==> config.mk <==
export PLATFORM = sky130hd
export DESIGN_NAME = ps_bigreg_bridge_flat
export DESIGN_NICKNAME = d
export VERILOG_FILES = /design/src/rtl/ps_bigreg_bridge_pkg.sv /design/src/rtl/ps_bigreg_bridge_if.sv /design/src/rtl/ps_bigreg_bridge_hold_timer.sv /design/src/rtl/ps_bigreg_bridge.sv /design/src/flat_wrapper.sv
export SDC_FILE = /design/constraint.sdc
export NUM_CORES = 1
export LEC_CHECK = 0
export ABC_AREA = 0
export BUFFER_PORTS_ARGS = -buffer_cell sky130_fd_sc_hd__buf_4
export CORE_UTILIZATION = 53
export CTS_CLUSTER_SIZE = 40
export DETAILED_ROUTE_END_ITERATION = 7
export GPL_ROUTABILITY_DRIVEN = 1
export GPL_TIMING_DRIVEN = 0
export PLACE_DENSITY = 0.79
export SETUP_SLACK_MARGIN = 0.3
export SYNTH_ARGS = -nofsm -noshare
export SYNTH_HDL_FRONTEND = slang
export SYNTH_SLANG_ARGS = --single-unit
==> constraint.sdc <==
create_clock -name clk -period 2.6 [get_ports clk]
set_input_delay 0.39 -clock clk [delete_from_list [all_inputs] [get_ports clk]]
set_output_delay 0.39 -clock clk [all_outputs]
set_load 0.02 [all_outputs]
==> src/rtl/ps_bigreg_bridge_pkg.sv <==
// Shared types and per-register mem-map layout for the big-register bridges.
package ps_bigreg_bridge_pkg;

  typedef logic [1:0] resp_t;
  localparam resp_t RESP_OKAY   = 2'b00;
  localparam resp_t RESP_EXOKAY = 2'b01;
  localparam resp_t RESP_SLVERR = 2'b10;
  localparam resp_t RESP_DECERR = 2'b11;

  typedef logic [0:0] bigreg_state_t;
  localparam bigreg_state_t IDLE = 1'b0;
  localparam bigreg_state_t HOLD = 1'b1;

  localparam int CHANMUX_BASE_ID   = 30;
  localparam int CHANMUX_NUM_WORDS = 2;
  localparam int SEEDS_BASE_ID     = 64;
  localparam int SEEDS_NUM_WORDS   = 16;
  localparam int SDC_BASE_ID       = 96;
  localparam int SDC_NUM_WORDS     = 16;

  // The trailing "valid" entry sits immediately after the last data word.
  function automatic int valid_id(input int base_id, input int num_words);
    return base_id + num_words;
  endfunction

endpackage

==> src/rtl/ps_bigreg_bridge_if.sv <==
// Mem-map write/response port plus the committed-value handshake of one big register.
interface ps_bigreg_bridge_if #(
  parameter int DATA_WIDTH = 16,
  parameter int NUM_WORDS  = 2,
  parameter int ID_W       = 8
) ();
  import ps_bigreg_bridge_pkg::*;

  logic                            wr_en;
  logic [ID_W-1:0]                 wr_id;
  logic [DATA_WIDTH-1:0]           wr_data;
  logic                            resp_valid;
  resp_t                           resp;
  logic [NUM_WORDS*DATA_WIDTH-1:0] out_data;
  logic                            out_valid;
  logic                            out_ready;

  modport master (
    output wr_en, wr_id, wr_data, out_ready,
    input  resp_valid, resp, out_data, out_valid
  );

  modport slave (
    input  wr_en, wr_id, wr_data, out_ready,
    output resp_valid, resp, out_data, out_valid
  );

endinterface

==> src/rtl/ps_bigreg_bridge_hold_timer.sv <==
// Enable/clear counter with a terminal-count pulse on its TERMINAL-th enabled cycle.
module ps_bigreg_bridge_hold_timer #(
  parameter int TERMINAL = 0
) (
  input  logic clk,
  input  logic rst,
  input  logic clr,
  input  logic en,
  output logic tc
);

  localparam int CW = (TERMINAL > 1) ? $clog2(TERMINAL) : 1;

  logic [CW-1:0] cnt_reg;

  // TERMINAL of zero disables the pulse; the counter then just free-runs harmlessly.
  assign tc = (TERMINAL > 0) && en && !clr && (cnt_reg == CW'(TERMINAL - 1));

  always_ff @(posedge clk or posedge rst) begin
    if (rst) begin
      cnt_reg <= '0;
    end else if (clr || tc) begin
      cnt_reg <= '0;
    end else if (en) begin
      cnt_reg <= cnt_reg + 1'b1;
    end
  end

endmodule

==> src/rtl/ps_bigreg_bridge.sv <==
// Assembles NUM_WORDS mem-map writes into a shadow, commits it on the trailing
// valid-index write and offers the wide value to a consumer over valid/ready.
module ps_bigreg_bridge
  import ps_bigreg_bridge_pkg::*;
#(
  parameter int DATA_WIDTH     = 16,
  parameter int NUM_WORDS      = 2,
  parameter int BASE_ID        = 30,
  parameter int MEM_SIZE       = 256,
  parameter int ALLOW_PARTIAL  = 0,
  parameter int TIMEOUT_CYCLES = 0
) (
  input  logic                 clk,
  input  logic                 rst,
  input  logic                 soft_clr,
  ps_bigreg_bridge_if.slave    bus,
  output logic [NUM_WORDS-1:0] fresh,
  output logic                 timeout_err
);

  localparam int ID_W = $clog2(MEM_SIZE);

  logic [DATA_WIDTH-1:0]           shadow_reg [NUM_WORDS];
  logic [NUM_WORDS*DATA_WIDTH-1:0] shadow_flat;
  logic [NUM_WORDS*DATA_WIDTH-1:0] out_data_reg;
  logic [NUM_WORDS-1:0]            word_hit;
  logic [NUM_WORDS-1:0]            fresh_reg, fresh_next;
  bigreg_state_t                   state_reg, state_next;
  resp_t                           resp_reg, resp_next;
  logic                            resp_valid_reg;
  logic                            timeout_err_reg, timeout_err_next;
  logic                            valid_hit, in_range, in_hold;
  logic                            commit_ok, commit, handshake, tmo;

  genvar gi;
  generate
    for (gi = 0; gi < NUM_WORDS; gi++) begin : g_word
      assign word_hit[gi] = bus.wr_en && (bus.wr_id == ID_W'(BASE_ID + gi));
      assign shadow_flat[gi*DATA_WIDTH +: DATA_WIDTH] = shadow_reg[gi];

      always_ff @(posedge clk or posedge rst) begin
        if (rst) begin
          shadow_reg[gi] <= '0;
        end else if (soft_clr) begin
          shadow_reg[gi] <= '0;
        end else if (word_hit[gi]) begin
          shadow_reg[gi] <= bus.wr_data;
        end
      end
    end
  endgenerate

  assign valid_hit = bus.wr_en && (bus.wr_id == ID_W'(BASE_ID + NUM_WORDS));
  assign in_range  = (|word_hit) || valid_hit;
  assign in_hold   = (state_reg == HOLD);
  assign handshake = in_hold && bus.out_ready;
  assign commit_ok = (&fresh_reg) || ((ALLOW_PARTIAL != 0) && (|fresh_reg));
  // A valid write while HOLD is busy even if the consumer accepts this cycle.
  assign commit    = valid_hit && !in_hold && commit_ok && !soft_clr;

  ps_bigreg_bridge_hold_timer #(
    .TERMINAL (TIMEOUT_CYCLES)
  ) u_hold_timer (
    .clk (clk),
    .rst (rst),
    .clr (!in_hold || soft_clr),
    .en  (in_hold && !bus.out_ready),
    .tc  (tmo)
  );

  always_comb begin
    state_next       = state_reg;
    fresh_next       = fresh_reg;
    resp_next        = resp_reg;
    timeout_err_next = timeout_err_reg;
    if (soft_clr) begin
      state_next       = IDLE;
      fresh_next       = '0;
      timeout_err_next = 1'b0;
      if (in_range) resp_next = RESP_SLVERR;
    end else begin
      if (in_range) resp_next = (valid_hit && !commit) ? RESP_SLVERR : RESP_OKAY;
      if (commit) begin
        state_next = HOLD;
        fresh_next = '0;
      end else begin
        fresh_next = fresh_reg | word_hit;
      end
      if (handshake) begin
        state_next = IDLE;
      end else if (tmo) begin
        state_next       = IDLE;
        timeout_err_next = 1'b1;
      end
    end
  end

  always_ff @(posedge clk or posedge rst) begin
    if (rst) begin
      state_reg       <= IDLE;
      fresh_reg       <= '0;
      resp_reg        <= RESP_OKAY;
      resp_valid_reg  <= 1'b0;
      timeout_err_reg <= 1'b0;
      out_data_reg    <= '0;
    end else begin
      state_reg       <= state_next;
      fresh_reg       <= fresh_next;
      resp_reg        <= resp_next;
      resp_valid_reg  <= in_range;
      timeout_err_reg <= timeout_err_next;
      if (commit) out_data_reg <= shadow_flat;
    end
  end

  assign bus.resp_valid = resp_valid_reg;
  assign bus.resp       = resp_reg;
  assign bus.out_data   = out_data_reg;
  assign bus.out_valid  = in_hold;
  assign fresh          = fresh_reg;
  assign timeout_err    = timeout_err_reg;

endmodule

==> src/flat_wrapper.sv <==
// flat-port wrapper written by rule: the top's interface ports become plain ports
module ps_bigreg_bridge_flat import ps_bigreg_bridge_pkg::*;
#(
  parameter int DATA_WIDTH     = 16,
  parameter int NUM_WORDS      = 2,
  parameter int BASE_ID        = 30,
  parameter int MEM_SIZE       = 256,
  parameter int ALLOW_PARTIAL  = 0,
  parameter int TIMEOUT_CYCLES = 0
)
  (clk, rst, soft_clr, fresh, timeout_err, bus_wr_en, bus_wr_id, bus_wr_data, bus_out_ready, bus_resp_valid, bus_resp, bus_out_data, bus_out_valid);
  ps_bigreg_bridge_if #(.DATA_WIDTH(DATA_WIDTH), .NUM_WORDS(NUM_WORDS), .ID_W(8)) bus_i ();
  input  logic clk;
  input  logic rst;
  input  logic soft_clr;
  output logic [NUM_WORDS-1:0] fresh;
  output logic timeout_err;
  input wire logic [$bits(bus_i.wr_en)-1:0] bus_wr_en;
  input wire logic [$bits(bus_i.wr_id)-1:0] bus_wr_id;
  input wire logic [$bits(bus_i.wr_data)-1:0] bus_wr_data;
  input wire logic [$bits(bus_i.out_ready)-1:0] bus_out_ready;
  output wire logic [$bits(bus_i.resp_valid)-1:0] bus_resp_valid;
  output wire logic [$bits(bus_i.resp)-1:0] bus_resp;
  output wire logic [$bits(bus_i.out_data)-1:0] bus_out_data;
  output wire logic [$bits(bus_i.out_valid)-1:0] bus_out_valid;
  assign bus_i.wr_en = bus_wr_en;
  assign bus_i.wr_id = bus_wr_id;
  assign bus_i.wr_data = bus_wr_data;
  assign bus_i.out_ready = bus_out_ready;
  assign bus_resp_valid = bus_i.resp_valid;
  assign bus_resp = bus_i.resp;
  assign bus_out_data = bus_i.out_data;
  assign bus_out_valid = bus_i.out_valid;
  ps_bigreg_bridge #(.DATA_WIDTH(DATA_WIDTH), .NUM_WORDS(NUM_WORDS), .BASE_ID(BASE_ID), .MEM_SIZE(MEM_SIZE), .ALLOW_PARTIAL(ALLOW_PARTIAL), .TIMEOUT_CYCLES(TIMEOUT_CYCLES)) u_core (.clk(clk), .rst(rst), .soft_clr(soft_clr), .bus(bus_i), .fresh(fresh), .timeout_err(timeout_err));
endmodule
==> Yosys cells after proc, flatten, opt, wreduce, memory -nomap -nowiden <==
Cells that the tools add are included.
{ "op_classes": {"add_sub_neg": 0, "n_mul": 0, "div": 0, "order_cmp": 0, "eq_ne": 3, "shift": 0, "mux": 13, "bitwise_logic": 1, "n_reduce_logical": 17} }
{ "ops": {"columns": ["op", "n"], "rows": [
  ["16-bit two-way mux", 4],
  ["8-bit by 5-bit == test with 1-bit output, second input constant", 2],
  ["2-bit two-way mux", 6],
  ["8-bit by 6-bit == test with 1-bit output, second input constant", 1],
  ["1-bit logical AND", 8],
  ["2-bit nonzero test", 2],
  ["1-bit logical NOT", 3],
  ["1-bit two-way mux", 3],
  ["3-bit nonzero test", 1],
  ["2-bit bitwise OR", 1],
  ["2-bit AND reduction", 1],
  ["2-bit OR reduction", 1],
  ["1-bit logical OR", 1]
]} }
{ "word_totals": {"regBits": 70, "latch_bits": 0, "ram_bits": 0, "mem_bits_ro": 0, "out_inout_bits": 39, "mem_count": 0} }

==> Logic depth before layout (Yosys ltp) <==
Gate-level depths: netlist (run 1).
{ "logic_depth": {"ltp_word": 10, "mapped_depth": 7, "depth_no_buf": 4} }

==> Hierarchy <==
A second synthesis (run 1) with hierarchy kept.
{ "unflattened": {"cells_unflattened": 246, "area_unflattened_um2": 2935.3} }
{ "modules_own_cells": {"columns": ["mod", "n_inst", "cells_each", "area_each_um2"], "rows": [
  ["ps_bigreg_bridge", 1, 244, 2924.1],
  ["ps_bigreg_bridge_hold_timer", 1, 2, 11.3]
]} }

==> Worst setup path before layout (run 1) <==
OpenSTA, ideal clock, no wires.
{ "synth_path": {"kind": "input -> register", "from": "input bus_wr_id[0]", "to": "register u_core.out_data_reg[0] (netlist: u_core.bus.out_data[0])", "setup_time_ns": 0.125, "arrival_time_ns": 1.694, "required_ns": 2.475, "path_slack_ns": 0.781, "path_stages": 6, "n_path_buf": 2, "cell_sequence": "nor4_2 -> nand4b_1 -> or3_1 -> buf_2 -> buf_6 -> mux2_4"} }
{ "synth_between": {"elab_chain_len": 5} }
{ "synth_rtl": {"columns": ["item", "line_no", "source"], "rows": [
  ["start: declaration", "flat_wrapper.sv:19", "input wire logic [$bits(bus_i.wr_id)-1:0] bus_wr_id;"],
  ["8-bit by 6-bit == test with 1-bit output", "ps_bigreg_bridge.sv:53", "assign valid_hit = bus.wr_en && (bus.wr_id == ID_W'(BASE_ID + NUM_WORDS));"],
  ["1-bit logical AND", "ps_bigreg_bridge.sv:53", null],
  ["1-bit logical AND (3 in series)", "ps_bigreg_bridge.sv:59", "assign commit = valid_hit && !in_hold && commit_ok && !soft_clr;"],
  ["end signal: assignment", "ps_bigreg_bridge.sv:112", "if (commit) out_data_reg <= shadow_flat;"],
  ["end: declaration", "ps_bigreg_bridge.sv:25", "logic [NUM_WORDS*DATA_WIDTH-1:0] out_data_reg;"]
]} }
No other way between the ends.
A chain may end at the register's enable or synchronous reset.

==> Worst setup path in the final report (run 1) <==
{ "layout_path": {"from": "input bus_wr_id[5]", "to": "register u_core.shadow_reg, in the netlist u_core.shadow_flat[3]"} }
{ "layout_between": {"elab_chain_len": 3} }
{ "layout_rtl": {"columns": ["item", "line_no", "source"], "rows": [
  ["8-bit by 5-bit == test with 1-bit output", "ps_bigreg_bridge.sv:38", "assign word_hit[gi] = bus.wr_en && (bus.wr_id == ID_W'(BASE_ID + gi));"],
  ["1-bit logical AND", "ps_bigreg_bridge.sv:38", null],
  ["2-bit nonzero test (no line)", null, null],
  ["end signal: indexed assignment", "ps_bigreg_bridge.sv:47", "shadow_reg[gi] <= bus.wr_data;"],
  ["end: declaration", "ps_bigreg_bridge.sv:23", "logic [DATA_WIDTH-1:0] shadow_reg [NUM_WORDS];"]
]} }
No other way between the ends.

==> results_dict.tcl, run 1 <==
set metrics [dict create \
    clock_skew_ps 8.377 \
    synth_compound_area_share_pct 7.043 \
    grt_pass1_wl_mm 9.266 \
    relSlewSlack_pct 53.25 \
    leakagePower_nw 1.869 \
    htreeDepth 3 \
    routed_wl_mm 5.758 \
    worst_setup_path_end_kind "flip-flop" \
    min_path_type "in2async" \
    via_count 1992 \
    die_w_um 75.69 \
    drt_iter0_drc 138 \
    switchingPower_w 0.0004152 \
    die_height_um 75.69 \
    cp.required_ps 2850 \
    synth.yosys.warnings 0 \
    dp_hpwl_mm 4.066 \
    design.core.area_um2 5172 \
    setup_viol 0 \
    startpoint_type "primary input" \
    internal_power_w 0.001612 \
    post-cts-setup-buffer-count 0 \
    final_nets 345 \
    postCtsResizedCells 0 \
    dr.pass1.iters 4 \
    post-route-period-util_pct 68.87 \
    cts_made_buffers 9 \
    synthAdderAreaFrac_pct 0 \
    layout_min_cycle_time_ps 1791 \
    rrSetupSlack_ps 940 \
    initial_core_util_pct 55.64 \
    die_area_um2 5728 \
    finalMaxSlewViolations 0 \
    diodes 0 \
    tns_ps 0 \
    power_frac_seq_pct 53.2 \
    rsz0062_at_grt "false" \
    ys_seq_area_share_pct 60.00 \
    viasPerCell 5.108 \
    r2r_cells 5 \
    synth_xor_area_share_pct 0 \
    clk_pin_slew_ps 70 \
    place_congestion 0.7556 \
    antenna_found_initial 0 \
    crit_type "in2reg" \
    std_cell_rows 26 \
    synthMuxAreaShare_pct 16.43 \
    clk_latency_ps 330 \
    drive_gt1_share_pct 37.50 \
    synthCells 239 \
    fmax_ghz 0.5585 \
    ir_drop_mv 0.3929 \
    regToRegStartpoint "u_core.bus.out_valid" \
    synth_cell_types 25 \
    netlist_area_um2 2878 \
    power_per_cell_area_nw_per_um2 553.6 \
    cts_tree "done" \
    hold_buffers 0 \
    status "finished clean" \
    p_clk_share_pct 41.8 \
    clock-root-buffer "clkbuf_8" \
    grt_pass1_vias 1944 \
    area_growth_syn_to_layout_pct 27.26 \
    grt_usage_pct 22.31 \
    overflow 0 \
    maxCapViolCount 0 \
    cp.arrival_ps 2040 \
    grt_max_degree 38 \
    pin_count 68 \
    synth_top_family_by_area "multiplexers" \
    regToRegEndpoint "u_core.bus.out_data[2]" \
    worst_pin_slew_ps 700.3 \
    io_buffers 64 \
    cts_sinks 69 \
    synth_area_per_cell_um2 12.04 \
    wire_per_inst_um 14.76 \
    crit_fanout 10 \
    cts_buffer_depth 2 \
    finalHoldViolCount 0 \
    p_sw_share_pct 20.48 \
    drc 0 \
    placed_cells 375 \
    final_cells 390 \
    p_comb_share_pct 4.9 \
    antenna_left 0 \
    synth-simple-area-share_pct 12.74 \
    synth-seq-cells 69 \
]
## layer usage
metal	up-vias	wire length, um	track usage, %
li1	961	-	-
met1	972	2693	31.92
met2	51	2787	33.04
met3	8	189	5.159
met4	0	89	9.259
met5	-	0	0
## power groups by stage
stage	clock [W]	sequential (W)	combinational (W)
finish	0.000848	0.00108	0.000100
global route	0.000912	0.00108	0.000111
CTS	0.000868	0.00108	0.000101
detailed placement	0	0.00110	0.000101
global placement	0	0.00110	0.0000961
floorplan	0	0.00110	0.0000382
## worst max-delay path by stage
stage                  from                     end  cells after the start
2_1_floorplan           rst  u_core.bus.out_data[0]                      1
3_3_place_gp            rst  u_core.bus.out_data[4]                      2
3_5_place_dp   bus_wr_id[7]  u_core.bus.out_data[5]                      7
4_1_cts        bus_wr_id[7]   u_core.shadow_flat[3]                      7
5_1_grt        bus_wr_id[7]  u_core.shadow_flat[19]                      7
6_report       bus_wr_id[5]   u_core.shadow_flat[3]                      8
## metrics by stage
step	instance area (um^2)	setup WS [ps]	utilization, %	total power, W	hold slack, ps
global placement	3450	-250.7	66.69	0.001195	486.8
finish	3662	809.5	70.80	0.002027	176.5
floorplan	2882	470.1	-	0.001141	480.4
detailed placement	3470	477.3	67.08	0.001200	492.0
CTS	3662	818.2	70.80	0.002049	185.2
global route	3662	666.3	70.80	0.002101	233.8
## cell usage after synthesis
cell / n / area [um^2]
nor4bb_1: 1 / 10.01
mux2_2: 2 / 22.52
nor2b_1: 2 / 12.51
nand4_1: 1 / 6.260
buf_6: 3 / 33.78
nor4_2: 1 / 12.51
a31oi_1: 1 / 6.260
a21oi_1: 33 / 165.2
inv_1: 2 / 7.510
conb_1: 1 / 3.750
nor2_1: 2 / 7.510
a22oi_1: 1 / 7.510
nor3b_2: 1 / 12.51
o22a_1: 1 / 8.760
and4b_1: 2 / 20.02
clkbuf_1: 9 / 33.78
dfrtp_1: 69 / 1727
o21a_1: 2 / 15.01
buf_2: 3 / 15.01
nand2_1: 65 / 244.0
nand4b_1: 2 / 17.52
buf_4: 2 / 15.01
or3_1: 1 / 6.260
and4_1: 2 / 17.52
mux2_4: 30 / 450.4
## area by class of cell
cell class,instances,area [um^2]
Multi-Input combinational cell,152,1050
Sequential cell,69,1727
Clock buffer,14,162.7
Clock inverter,1,30.03
Timing Repair Buffer,65,500.5
Buffer,17,97.59
Inverter,2,7.507
Fill cell,358,1510
Tap cell,70,87.58
## worst max-delay path: stages
cell and delay [ps]:
buf_4 110, and4b_1 220, clkbuf_1 220, and4b_1 230, clkbuf_1 330, buf_2 300
nand2_1 90, a21oi_1 140
## cell usage in the layout (no fill, tap or decap)
master	netlist	final
clkbuf_8	0	11
nor2b_1	2	2
nor4_2	1	1
inv_2	0	1
nand4_1	1	1
clkbuf_1	9	12
or3_1	1	1
buf_2	3	3
and4b_1	2	2
a22oi_1	1	1
conb_1	1	2
nand2_1	65	65
buf_4	2	66
a31oi_1	1	1
o22a_1	1	1
mux2_2	2	2
inv_1	2	1
and4_1	2	2
nand4b_1	2	2
bufinv_16	0	1
dfrtp_1	69	69
nor2_1	2	2
buf_6	3	3
a21oi_1	33	33
mux2_4	30	30
nor3b_2	1	1
nor4bb_1	1	1
o21a_1	2	2
buf_12	0	1
## kinds of logic (layout without fill, tap and decap cells)
group,count (synthesis),count (layout)
DFF,69,69
buffers and inverters,19,99
and+or+nand+nor,80,80
other,1,2
AOI/OAI and AO/OA,38,38
muxes,32,32
Power figures use the tool's default switching activity.
==> inputs of run 2 (changes only) <==
- ABC_AREA: 0 -> 1
- clock period: 2.6 -> 1.8 ns (I/O delays scaled with it)
==> results_dict.tcl, run 2 <==
set metrics [dict create \
    area_growth_syn_to_layout_pct 27.53 \
    netlist.top_cell.by_area "dfrtp_1" \
    synth.yosys.warnings 0 \
    crit_type "reg2reg" \
    post-route-period-util_pct 76.85 \
    clock_skew_ps 4.245 \
    cp.required_ps 2040 \
    viasPerCell 5.510 \
    wire_per_inst_um 14.59 \
    crit_fanout 10 \
    ys_dominant_reg_cell "dfrtp_1" \
    ys_seq_area_share_pct 59.00 \
    pin_count 68 \
    die_height_um 76.31 \
    cp.arrival_ps 1620 \
    via_count 2595 \
    synth_most_common_cell "nand2_1" \
    diodes 0 \
    r2r_cells 6 \
    routed_wl_mm 6.872 \
    dpl-instance-area_um2 3530 \
    synthMuxAreaShare_pct 0 \
    grt_usage_pct 26.11 \
    final_nets 425 \
    tns_ps 0 \
    leakagePower_nw 1.977 \
    synth-seq-cells 69 \
    grt_pass1_wl_mm 11.65 \
    die_w_um 76.31 \
    synth_edf_count 0 \
    htreeDepth 3 \
    power_per_cell_area_nw_per_um2 772.2 \
    drt_iter0_drc 248 \
    ys_async_sr_fraction_pct 100.0 \
    grt_max_degree 43 \
    grt_pass1_vias 2488 \
    clk_latency_ps 350 \
    finalHoldViolCount 0 \
    synth_xor_area_share_pct 0 \
    synth_cell_types 23 \
    yosysTopAreaCellShare_pct 59.00 \
    synth_compound_area_share_pct 5.814 \
    drc 0 \
    finalPower_w 0.002882 \
    drive_gt1_share_pct 27.93 \
    cts_tree "done" \
    startpoint_type "flip-flop" \
    antenna_found_initial 0 \
    synthCells 316 \
    clock-root-buffer "clkbuf_8" \
    cts_buffer_depth 2 \
    synth_area_per_cell_um2 9.261 \
    rrSetupSlack_ps 420 \
    synthAdderAreaFrac_pct 0 \
    synth-simple-area-share_pct 28.90 \
    setup_viol 0 \
    antenna_left 0 \
    std_cell_rows 26 \
    cts_made_buffers 9 \
    rsz0062_at_grt "false" \
    dp_hpwl_mm 4.950 \
    stdcell_area_um2 3732 \
    design.core.area_um2 5205 \
    initial_core_util_pct 56.23 \
    overflow 0 \
    min_path_type "in2reg" \
    synth.area.top_cells "dfrtp_1 59%, nand2_1 12%, nand4_1 7.1%" \
    synthTopCellsByCount "95 x nand2_1, 69 x dfrtp_1, 35 x nand3_1, 33 x nand4_1, 22 x o21ai_0" \
    clk_pin_slew_ps 70 \
    netlist_area_um2 2927 \
    fmax_ghz 0.7229 \
    final_common_cell "nand2_1" \
    ir_drop_mv 0.7936 \
    whs_ps 96.77 \
    relSlewSlack_pct 60.62 \
    worst_pin_slew_ps 589.5 \
    maxCapViolCount 0 \
    synth_top_family_by_area "simple AND/OR/NAND/NOR gates" \
    io_buffers 65 \
    cts_sinks 69 \
    finalMaxSlewViolations 0 \
    worst_setup_path_end_kind "flip-flop" \
    status "finished clean" \
    layout_min_cycle_time_ps 1383 \
    dr.pass1.iters 4 \
    place_congestion 0.8239 \
    hold-path-cell-count 2 \
    layout_common_cells "95 x nand2_1, 71 x buf_4, 69 x dfrtp_1, 35 x nand3_1, 33 x nand4_1" \
    die_area_um2 5823 \
]
[run 2: cell count changes in the layout (fill, tap and decap cells not counted), sizes merged, moves of 4 or more]
| cell | before | now |
|---|---|---|
| o21ai | 0 | 33 |
| mux2 | 32 | 0 |
| nand4 | 1 | 33 |
| a21oi | 33 | 1 |
| nand2 | 65 | 95 |
| nand3 | 0 | 38 |
| nor2 | 2 | 11 |
| buf | 73 | 85 |
| inv | 2 | 6 |
[run 2: stage by stage]
step                utilization, %  cells  setup WS, ps
detailed placement           67.81    453         310.1
CTS                          71.42    470         314.2
global route                 71.71    471         308.4
global placement             67.43    452         326.2
finish                       71.71    471         416.7
floorplan                        -    317         533.1
[run 2: cell families after synthesis]
kind of cell,count (synthesis)
AOI/OAI and AO/OA,34
DFF,69
other,1
and+or+nand+nor,178
buffers and inverters,34
[run 2: power by group]
group          switching (W)  internal (W)
clock network       0.000573      0.000568
registers         0.00000264       0.00155
logic               0.000113     0.0000704
total               0.000689       0.00219
[run 2: final timing paths]
kind | start | to
worst min register to register | u_core.bus.out_data[28] | u_core.bus.out_data[28]
worst max register to register | u_core.bus.out_valid | u_core.bus.out_data[21]
worst min-delay path | bus_out_ready | u_core.bus.out_valid
max in group asynchronous | rst | u_core.shadow_flat[10]
min in group asynchronous | rst | u_core.bus.out_data[16]
worst max-delay path | u_core.bus.out_valid | u_core.bus.out_data[21]
[run 2: cell type report]
type,count,area (um^2)
Buffer,26,153.9
Clock buffer,12,155.1
Clock inverter,4,22.52
Fill cell,414,1473
Inverter,8,37.54
Multi-Input combinational cell,214,1023
Sequential cell,69,1727
Tap cell,70,87.58
Timing Repair Buffer,68,525.5
[run 2: timing repair]
| item | in CTS | in global routing |
|---|---|---|
| endpoints found under the setup margin | 0 | 31 |
| buffers inserted | 0 | 1 |
| hold buffers | 1 | 0 |
| gates resized for setup | 0 | 7 |
| endpoints found under the hold margin | 23 | 0 |
[run 2: per-layer routing]
layer  GRT usage, %  routed length (um)  up-vias  share of wire, %
li1               -                   -     1231                 -
met1          33.85                2866     1251                42
met2          43.24                3439      102                50
met3          4.910                 439       11               6.4
met4          10.77                 126        0               1.8
met5              0                   0        -                 0
[run 2: critical path: stages, from the launching register on]
cell,delay (ps)
dfrtp_1,420
inv_1,60
nand3_1,130
clkinvlp_4,220
clkbuf_2,250
nand4_1,130
nand2_1,70
